`config.mk`:
```
export PLATFORM = sky130hd
export DESIGN_NAME = rx_csum_fifo
export DESIGN_NICKNAME = d
export VERILOG_FILES = /design/src/rtl/rx_csum_fifo_pkg.sv /design/src/rtl/rx_csum_ram.sv /design/src/rtl/rx_csum_fifo.sv
export SDC_FILE = /design/constraint.sdc
export NUM_CORES = 1
export LEC_CHECK = 0
export ABC_AREA = 1
export BUFFER_PORTS_ARGS = -buffer_cell sky130_fd_sc_hd__clkbuf_2
export CAP_MARGIN = 20
export CORE_ASPECT_RATIO = 0.75
export CORE_MARGIN = 2
export CORE_UTILIZATION = 52
export CTS_CLUSTER_SIZE = 12
export DETAILED_ROUTE_END_ITERATION = 10
export HOLD_SLACK_MARGIN = 0.08
export PLACE_DENSITY = 0.68
export SYNTH_ARGS = -nofsm -noshare
export SYNTH_HDL_FRONTEND = slang
export SYNTH_SLANG_ARGS = --single-unit
```
`constraint.sdc`:
```
create_clock -name clk -period 2.7 [get_ports clk]
set_clock_uncertainty 0.1 [all_clocks]
set_input_delay 0.27 -clock clk [delete_from_list [all_inputs] [get_ports clk]]
set_output_delay 0.27 -clock clk [all_outputs]
set_load 0.02 [all_outputs]
```
`src/rtl/rx_csum_fifo_pkg.sv`:
```
// ---------------------------------------------------------------------------
// Module : rx_csum_fifo_pkg
// Shared checksum entry layout and write-select encoding for rx_csum_fifo.
// Rev    : 1.0
// ---------------------------------------------------------------------------
`timescale 1ns/1ps
`default_nettype none

package rx_csum_fifo_pkg;

  localparam int CSUM_WIDTH       = 16;
  localparam int CSUM_ENTRY_WIDTH = 17;
  localparam int CSUM_BAD_BIT     = 16;

  typedef logic [CSUM_ENTRY_WIDTH-1:0] csum_entry_t;

  localparam csum_entry_t CSUM_PLACEHOLDER = {1'b1, 16'h0000};

  typedef enum logic [1:0] {
    WR_NONE        = 2'd0,
    WR_GOOD        = 2'd1,
    WR_PLACEHOLDER = 2'd2
  } wr_sel_e;

  function automatic csum_entry_t make_entry(input logic [CSUM_WIDTH-1:0] csum);
    return {1'b0, csum};
  endfunction

endpackage

`default_nettype wire

```
`src/rtl/rx_csum_ram.sv`:
```
// ---------------------------------------------------------------------------
// Module : rx_csum_ram
// Simple dual-port checksum store, one write port and one registered read port.
// Rev    : 1.0
// ---------------------------------------------------------------------------
`timescale 1ns/1ps
`default_nettype none

module rx_csum_ram
  import rx_csum_fifo_pkg::*;
#(
  parameter int ADDR_WIDTH = 5
) (
  input  logic                  clk,
  input  logic                  i_wr_en,
  input  logic [ADDR_WIDTH-1:0] i_wr_addr,
  input  logic [CSUM_ENTRY_WIDTH-1:0] i_wr_data,
  input  logic                  i_rd_en,
  input  logic [ADDR_WIDTH-1:0] i_rd_addr,
  output logic [CSUM_ENTRY_WIDTH-1:0] o_rd_data
);

  // Addressed over the full pointer range so pointers can wrap freely;
  // the controller never holds more than 2**ADDR_WIDTH-1 words here.
  csum_entry_t r_mem [2**ADDR_WIDTH];
  csum_entry_t r_rd_data;

  always_ff @(posedge clk) begin
    if (i_wr_en) begin
      r_mem[i_wr_addr] <= i_wr_data;
    end
    if (i_rd_en) begin
      r_rd_data <= r_mem[i_rd_addr];
    end
  end

  assign o_rd_data = r_rd_data;

endmodule

`default_nettype wire

```
`src/rtl/rx_csum_fifo.sv`:
```
// ---------------------------------------------------------------------------
// Module : rx_csum_fifo
// Per-frame RX checksum buffer with drop-marker insertion on overflow.
// Rev    : 1.0
// ---------------------------------------------------------------------------
`timescale 1ns/1ps
`default_nettype none

module rx_csum_fifo
  import rx_csum_fifo_pkg::*;
#(
  parameter int DEPTH          = 32,
  parameter int DROP_CNT_WIDTH = 8
) (
  input  logic                      clk,
  input  logic                      rst,
  input  logic [15:0]               s_axis_csum,
  input  logic                      s_axis_csum_valid,
  output logic [15:0]               m_axis_csum,
  output logic                      m_axis_csum_bad,
  output logic                      m_axis_csum_valid,
  input  logic                      m_axis_csum_ready,
  input  logic                      clear_overflow,
  output logic [$clog2(DEPTH):0]    status_count,
  output logic [DROP_CNT_WIDTH-1:0] status_pending_drop,
  output logic                      status_overflow
);

  localparam int AW = $clog2(DEPTH);
  localparam int CW = AW + 1;

  localparam logic [CW-1:0]             C_DEPTH    = CW'(DEPTH);
  localparam logic [DROP_CNT_WIDTH-1:0] C_PEND_MAX = '1;
  localparam logic [DROP_CNT_WIDTH-1:0] C_PEND_ONE = DROP_CNT_WIDTH'(1);

  logic [AW-1:0]             r_wr_ptr;
  logic [AW-1:0]             r_rd_ptr;
  logic [CW-1:0]             r_count;
  logic [DROP_CNT_WIDTH-1:0] r_pending;
  logic                      r_overflow;
  logic                      r_out_valid;

  logic                      w_pop;
  logic                      w_space;
  logic                      w_ram_nonempty;
  logic                      w_load;
  logic                      w_wr_en;
  logic                      w_sat_hit;
  logic [DROP_CNT_WIDTH-1:0] w_pending_nxt;
  wr_sel_e                   w_wr_sel;
  csum_entry_t               w_wr_data;
  csum_entry_t               w_rd_data;

  assign w_pop   = r_out_valid & m_axis_csum_ready;
  assign w_space = (r_count < C_DEPTH) | w_pop;

  // Once a drop is owed, every new frame is also dropped until the debt is
  // paid, otherwise a good entry would overtake the drop markers ahead of it.
  always_comb begin
    w_wr_sel      = WR_NONE;
    w_pending_nxt = r_pending;
    w_sat_hit     = 1'b0;
    if (r_pending == '0) begin
      if (s_axis_csum_valid) begin
        if (w_space) begin
          w_wr_sel = WR_GOOD;
        end else begin
          w_pending_nxt = C_PEND_ONE;
        end
      end
    end else if (w_space) begin
      w_wr_sel = WR_PLACEHOLDER;
      if (!s_axis_csum_valid) begin
        w_pending_nxt = r_pending - C_PEND_ONE;
      end
    end else if (s_axis_csum_valid) begin
      if (r_pending == C_PEND_MAX) begin
        w_sat_hit = 1'b1;
      end else begin
        w_pending_nxt = r_pending + C_PEND_ONE;
      end
    end
  end

  assign w_wr_en   = (w_wr_sel != WR_NONE);
  assign w_wr_data = (w_wr_sel == WR_PLACEHOLDER) ? CSUM_PLACEHOLDER
                                                  : make_entry(s_axis_csum);

  // RAM occupancy is count minus the output register; the RAM read register
  // doubles as the output register, so a load is just a RAM read.
  assign w_ram_nonempty = (r_count != {{(CW-1){1'b0}}, r_out_valid});
  assign w_load         = w_ram_nonempty & (~r_out_valid | w_pop);

  always_ff @(posedge clk) begin
    if (rst) begin
      r_wr_ptr    <= '0;
      r_rd_ptr    <= '0;
      r_count     <= '0;
      r_pending   <= '0;
      r_overflow  <= 1'b0;
      r_out_valid <= 1'b0;
    end else begin
      if (w_wr_en) begin
        r_wr_ptr <= r_wr_ptr + AW'(1);
      end
      if (w_load) begin
        r_rd_ptr <= r_rd_ptr + AW'(1);
      end
      case ({w_wr_en, w_pop})
        2'b10:   r_count <= r_count + CW'(1);
        2'b01:   r_count <= r_count - CW'(1);
        default: r_count <= r_count;
      endcase
      r_pending <= w_pending_nxt;
      if (w_sat_hit) begin
        r_overflow <= 1'b1;
      end else if (clear_overflow) begin
        r_overflow <= 1'b0;
      end
      if (w_load) begin
        r_out_valid <= 1'b1;
      end else if (w_pop) begin
        r_out_valid <= 1'b0;
      end
    end
  end

  rx_csum_ram #(
    .ADDR_WIDTH (AW)
  ) u_ram (
    .clk       (clk),
    .i_wr_en   (w_wr_en),
    .i_wr_addr (r_wr_ptr),
    .i_wr_data (w_wr_data),
    .i_rd_en   (w_load),
    .i_rd_addr (r_rd_ptr),
    .o_rd_data (w_rd_data)
  );

  assign m_axis_csum_valid   = r_out_valid;
  assign m_axis_csum         = r_out_valid ? w_rd_data[CSUM_WIDTH-1:0] : '0;
  assign m_axis_csum_bad     = r_out_valid & w_rd_data[CSUM_BAD_BIT];
  assign status_count        = r_count;
  assign status_pending_drop = r_pending;
  assign status_overflow     = r_overflow;

endmodule

`default_nettype wire
```
Word-level counts from Yosys, hierarchy flattened
Memory sizes are Yosys's and may differ from the RTL's. A register that Yosys moved wholly into a read port is not among the register bits.
Cells that the tools add are included.
- bits in registers: 26
- bits in latches: 0
- RAM bits: 544
- ROM bits: 0
- input port bits: 21
- output and inout bits: 33
- word-level logic and storage cells: 60
- memories: 1
- add/subtract/negate cells: 6
- multiply operators: 0
- div/mod/pow operators: 0
- magnitude comparators: 1
- equality and inequality tests: 9
- shifts and indexed selects: 0
- mux-type cells: 24
- bitwise operators: 6
- reductions and logical operators: 7
- memories (memory ; depth ; bits a word ; read ports ; clocked after Yosys merged registers in ; write ports ; line ; source):
    u_ram.r_mem ; 32 ; 17 ; 1 ; 1 ; 1 ; rx_csum_ram.sv:25 ; csum_entry_t r_mem [2**ADDR_WIDTH];
- operators by type and width (cell ; number):
    $mux W8 ; 7
    $mux W17 ; 1
    $mux W16 ; 1
    $mux W1 ; 12
    $pmux W6 S2 ; 1
    $add A5 B1 Y5 const B ; 2
    $reduce_bool A2 Y1 ; 5
    $add A8 B1 Y8 const B ; 1
    $eq A8 B8 Y1 const B ; 1
    $logic_not A8 Y1 ; 1
    $sub A8 B1 Y8 const B ; 1
    $add A6 B1 Y6 const B ; 1
    $lt A6 B6 Y1 const B ; 1
    $ne A2 B2 Y1 const B ; 3
    $ne A6 B1 Y1 ; 1
    $sub A6 B1 Y6 const B ; 1
    $reduce_and A5 Y1 ; 1
    $eq A2 B2 Y1 const B ; 2
    $mux W2 ; 2
    $and A1 B1 Y1 ; 3
    $ne A3 B3 Y1 const B ; 1
    $eq A2 B1 Y1 const B ; 1
    $or A1 B1 Y1 ; 2
    $not A1 Y1 ; 1

Depth between registers and ports, before layout
- depth in word-level cells: 8
- mapped depth: 14
- mapped depth without buffers: 14

Cells and area by module
From an unflattened synthesis, not the netlist that was laid out.
- cells, all modules: 2236
- area total of the unflattened synthesis: 24602.3 um^2
- by module, submodules not included (module ; times used ; cells each ; area an instance (um^2) ; sequential area each (um^2)):
    rx_csum_ram ; 1 ; 1902 ; 22549.1 ; 16846.2
    rx_csum_fifo ; 1 ; 334 ; 2053.2 ; 520.5

Least setup slack after synthesis
Ideal clock, no wire load.
- path type: register -> register
- from: reg r_out_valid (netlist: m_axis_csum_valid)
- to: mem u_ram.r_mem[7][0] (netlist name), enable pin
- library setup time: 413 ps
- arrival time: 2101 ps
- required time: 2187 ps
- setup slack: 86 ps
- cell stages (with the launch flop): 5
- path buffers: 0
- period minus slack after synthesis: 2614 ps
- path through: dfxtp_1 > nand2_1 > nand2_2 > o21ai_4 > nor3_1
- word-level cells in the longest chain between the ends: 8
- elaborated cells between the ends (all ways): 9
- classes of those cells: mux (6); bitwise (2); reduce/logical (1)
- RTL lines (element ; line ; source):
    start, declared ; rx_csum_fifo.sv:41 ; logic r_out_valid;
    start signal, assigned ; rx_csum_fifo.sv:101 ; r_out_valid <= 1'b0;
    start signal, assigned ; rx_csum_fifo.sv:121 ; r_out_valid <= 1'b1;
    start signal, assigned ; rx_csum_fifo.sv:123 ; r_out_valid <= 1'b0;
    $and A1 B1 Y1 (*) ; rx_csum_fifo.sv:54 ; assign w_pop = r_out_valid & m_axis_csum_ready;
    $or A1 B1 Y1 (*) ; rx_csum_fifo.sv:55 ; assign w_space = (r_count < C_DEPTH) | w_pop;
    $mux W1 ; rx_csum_fifo.sv:65 ; if (w_space) begin
    $mux W1 ; rx_csum_fifo.sv:64 ; if (s_axis_csum_valid) begin
    $mux W2 (*) ; rx_csum_fifo.sv:63 ; if (r_pending == '0) begin
    $reduce_bool A2 Y1 (*) ; rx_csum_fifo.sv:85 ; assign w_wr_en = (w_wr_sel != WR_NONE);
    $mux W1 (*) ; rx_csum_ram.sv:29 ; if (i_wr_en) begin
    $mux W1 (implied by the code) (*) ; rx_csum_ram.sv:30 ; r_mem[i_wr_addr] <= i_wr_data;
    end, declared ; rx_csum_ram.sv:25 ;
Every way passes the cells marked *; elsewhere a longest branch is shown, timed or not.

Final worst setup path
- from: reg r_pending[0] (netlist: status_pending_drop[0])
- to: mem u_ram.r_mem[8][15] (netlist name), enable pin
- word-level cells in the longest chain between the ends: 5
- RTL lines (element ; line ; source):
    start, declared ; rx_csum_fifo.sv:39 ; logic [DROP_CNT_WIDTH-1:0] r_pending;
    start signal, assigned ; rx_csum_fifo.sv:114 ; r_pending <= w_pending_nxt;
    $logic_not A8 Y1 ; rx_csum_fifo.sv:63 ;
    $mux W2 ; rx_csum_fifo.sv:63 ;
    $reduce_bool A2 Y1 ; rx_csum_fifo.sv:85 ;
    $mux W1 ; rx_csum_ram.sv:29 ;
    $mux W1 (implied by the code) ; rx_csum_ram.sv:30 ;
Every way passes these cells.

==> impl_metrics.tcl <==
set metrics [dict create \
    grt_pass1_wl_um 94900 \
    synth.area.mux_share 0 \
    yosys.area.top_type_share 0.697 \
    gr-usage-all-layers 0.266 \
    area_growth_pct 12.7 \
    clk_latency_ns 0.60 \
    grt_max_degree 116 \
    final_cell_mix "561 x edfxtp_1, 372 x nor2_1, 211 x o21ai_0" \
    clk_pin_slew_ns 0.06 \
    cap_violations 0 \
    fill_cells 3584 \
    switchingPower_mw 12.7 \
    initial_core_util 0.526 \
    status "completed" \
    portBuffers 53 \
    max-vdd-ir-drop_mv 1.29 \
    pin_count 54 \
    grt_pass1_vias 15000 \
    grt.overflow.total 0 \
    crit_top_cell "buf_4" \
    synth_compound_area_frac 0.116 \
    yosysSeqAreaShare 0.718 \
    antenna_found_initial 1 \
    p_clk_frac 0.214 \
    cp_top_family "buffers and inverters" \
    critical_path.max_fanout 17 \
    cts_tree "built" \
    slew_violations 0 \
    hold_violations 0 \
    final_util 0.593 \
    cts_made_buffers 57 \
    tns_ns 0 \
    swShare 0.379 \
    via_per_inst 5.95 \
    ant_nets 0 \
    arrival_ns 2.67 \
    critPathMaxStageDelay_ns 0.42 \
    gr-usage-met1 0.409 \
    yosysTopAreaCell "edfxtp_1" \
    final_common_cell "edfxtp_1" \
    use_met2 0.397 \
    final_net_count 2129 \
    cp.buffers_inverters 4 \
    clock-sinks 587 \
    fin_crit_ns 2.51 \
    regArea_um2 17400 \
    syn_avg_cell_area_um2 12.1 \
    drt_iter0_drc 2064 \
    clockBufferDepth 3 \
    hold_path_class "in2reg" \
    antennaDiodeCount 0 \
    htree_levels 2 \
    rsz0062_at_grt "no" \
    tightest_slew_ns 1.01 \
    die-area_um2 48200 \
    gp_congestion 0.873 \
    dp_slack_ns 0.237 \
    synthAdderAreaFrac 0.00725 \
    drive_above_1_share 0.126 \
    dp_hpwl_um 36000 \
    die_h_um 191 \
    fin_ws_ns 0.190 \
    max_freq_mhz 398 \
    die_w_um 253 \
    avgRoutedWirePerCell_um 23.5 \
    ys_ff_latch 587 \
    synthXorXnorAreaFrac 0.00217 \
    startpoint_type "flip-flop" \
    worstPathRequired_ns 2.86 \
    grt_use_met3 0.0426 \
    dr_total_vias 16200 \
    critPathKind "reg2reg" \
    comb_power_share 0.367 \
    synth_nets 2033 \
    core-area_um2 45900 \
    crit_path_cell_trace "nor2_1 -> nand4_1 -> o21ai_4 -> buf_4 -> buf_4 -> inv_1 -> nand2_1 -> nor2_1 -> buf_4" \
    endpoint_kind "flip-flop" \
    finalSetupViolCount 0 \
    synthCells 1998 \
    period_share 0.930 \
    synthSimpleGateAreaFrac 0.110 \
    cts_root_buf "clkbuf_16" \
    p_leak_nw 9.52 \
    drc_errors 0 \
    min_path_cells 4 \
    multi_input_area_um2 5800 \
    slew_headroom 0.328 \
    syn_area_um2 24200 \
    synthTopCellsByArea "edfxtp_1 70%, nor2_1 6.3%, o21ai_0 4.4%" \
    p_int_mw 20.8 \
    yosys_warnings 0 \
    seqPwrFrac 0.419 \
    firstDrtPassIters 8 \
    rows 68 \
    crit_path_top_delay_cell "dfxtp_1" \
    wirelength_um 63900 \
    r2r_cells 9 \
    cp.depth 9 \
    synth_top_family_by_area "compound AO/OA/AOI/OAI gates" \
    busiest_layer "met1" \
    p_per_area_nw_per_um2 1230 \
    synth_cell_types 38 \
]
==> power groups by stage <==
| stage | Sequential [mW] | Combinational [mW] | Clock, mW |
|---|---|---|---|
| 2_1_floorplan | 14.3 | 7.46 | 0 |
| 4_1_cts | 14.1 | 12.1 | 7.26 |
| 5_1_grt | 14.1 | 13.4 | 7.63 |
| 3_3_place_gp | 14.2 | 11.8 | 0 |
| 6_report | 14.1 | 12.3 | 7.19 |
| 3_5_place_dp | 14.3 | 12.1 | 0 |
==> kinds of logic (layout without fill, tap and decap cells) <==
kind of cell,after synthesis,in the layout
simple gates,675,675
compound gates,497,497
buf+inv,219,345
fa+ha+maj,14,14
flops,587,587
xor+xnor,6,6
==> timing repair <==
item,4_1_cts,5_1_grt
endpoints found under the hold margin,23,0
endpoints found under the setup margin,0,1
buffers inserted,0,1
hold buffers,6,0
resized for setup,0,4
==> area by class of cell <==
type                    instances  share of cell area
clock buffers                  77              0.0559
clock inverters                12             0.00308
inverters                     103              0.0145
multi-input cells            1192               0.213
flip-flops and latches        587               0.637
well taps                     595              0.0273
repair buffers                153              0.0490
==> metrics by stage <==
step	instances	cell area, um2	power [mW]	hold WS, ns
after floorplan	1998	24200	21.8	0.246
after global placement	2623	25600	26.0	0.356
after detailed placement	2623	25600	26.3	0.358
after CTS	2718	27200	33.5	0.152
after global routing	2719	27300	35.2	0.194
final	2719	27300	33.6	0.169
==> worst reg2reg max path, delay by kind of cell, from the launching register on <==
family / cells / cell delay (ns)
AO/OA/AOI/OAI: 1 / 0.09
flip-flops: 1 / 0.42
buffers and inverters: 4 / 0.82
AND/OR/NAND/NOR: 4 / 0.72
==> registers in the layout, summed over array words and instances (netlist names) <==
register	count
m_axis_csum_valid	1
status_pending_drop	8
status_overflow	1
u_ram.r_mem	544
status_count	6
r_rd_ptr	5
r_wr_ptr	5
u_ram.o_rd_data	17
==> final timing paths <==
kind	startpoint	to	slack (ns)
max	status_pending_drop[0]	u_ram.r_mem[8][15]	0.19
min	s_axis_csum[9]	u_ram.r_mem[6][9]	0.17
max reg2reg	status_pending_drop[0]	u_ram.r_mem[8][15]	0.19
min reg2reg	status_pending_drop[7]	status_pending_drop[7]	0.41
==> Yosys cell counts <==
cell type,instances
nand4_1,12
a21oi_2,1
o22ai_1,78
buf_4,10
edfxtp_1,561
nor3b_1,2
buf_1,5
nand3b_1,2
o21ai_0,212
o21bai_1,1
buf_12,1
clkinv_1,2
clkbuf_2,1
o221ai_1,2
inv_2,3
xor2_1,5
a21oi_1,46
dfxtp_1,26
buf_2,27
clkbuf_1,46
or2_2,3
inv_1,98
ha_1,14
nand3_1,46
o21ai_4,1
nor3_1,7
o21ai_1,101
nand2_2,1
and2_1,1
o211ai_2,12
nand2_4,1
a31oi_1,1
nand2_1,196
o211ai_1,42
buf_6,26
nor2_2,1
xnor2_1,1
nor2_1,403
==> layer usage <==
layer | up-vias | wire (um)
li1 | 7342 | -
met1 | 7887 | 28100
met2 | 854 | 28400
met3 | 95 | 6160
met4 | 0 | 1260
met5 | - | 0
No activity file was read; power rests on OpenSTA's default activity.
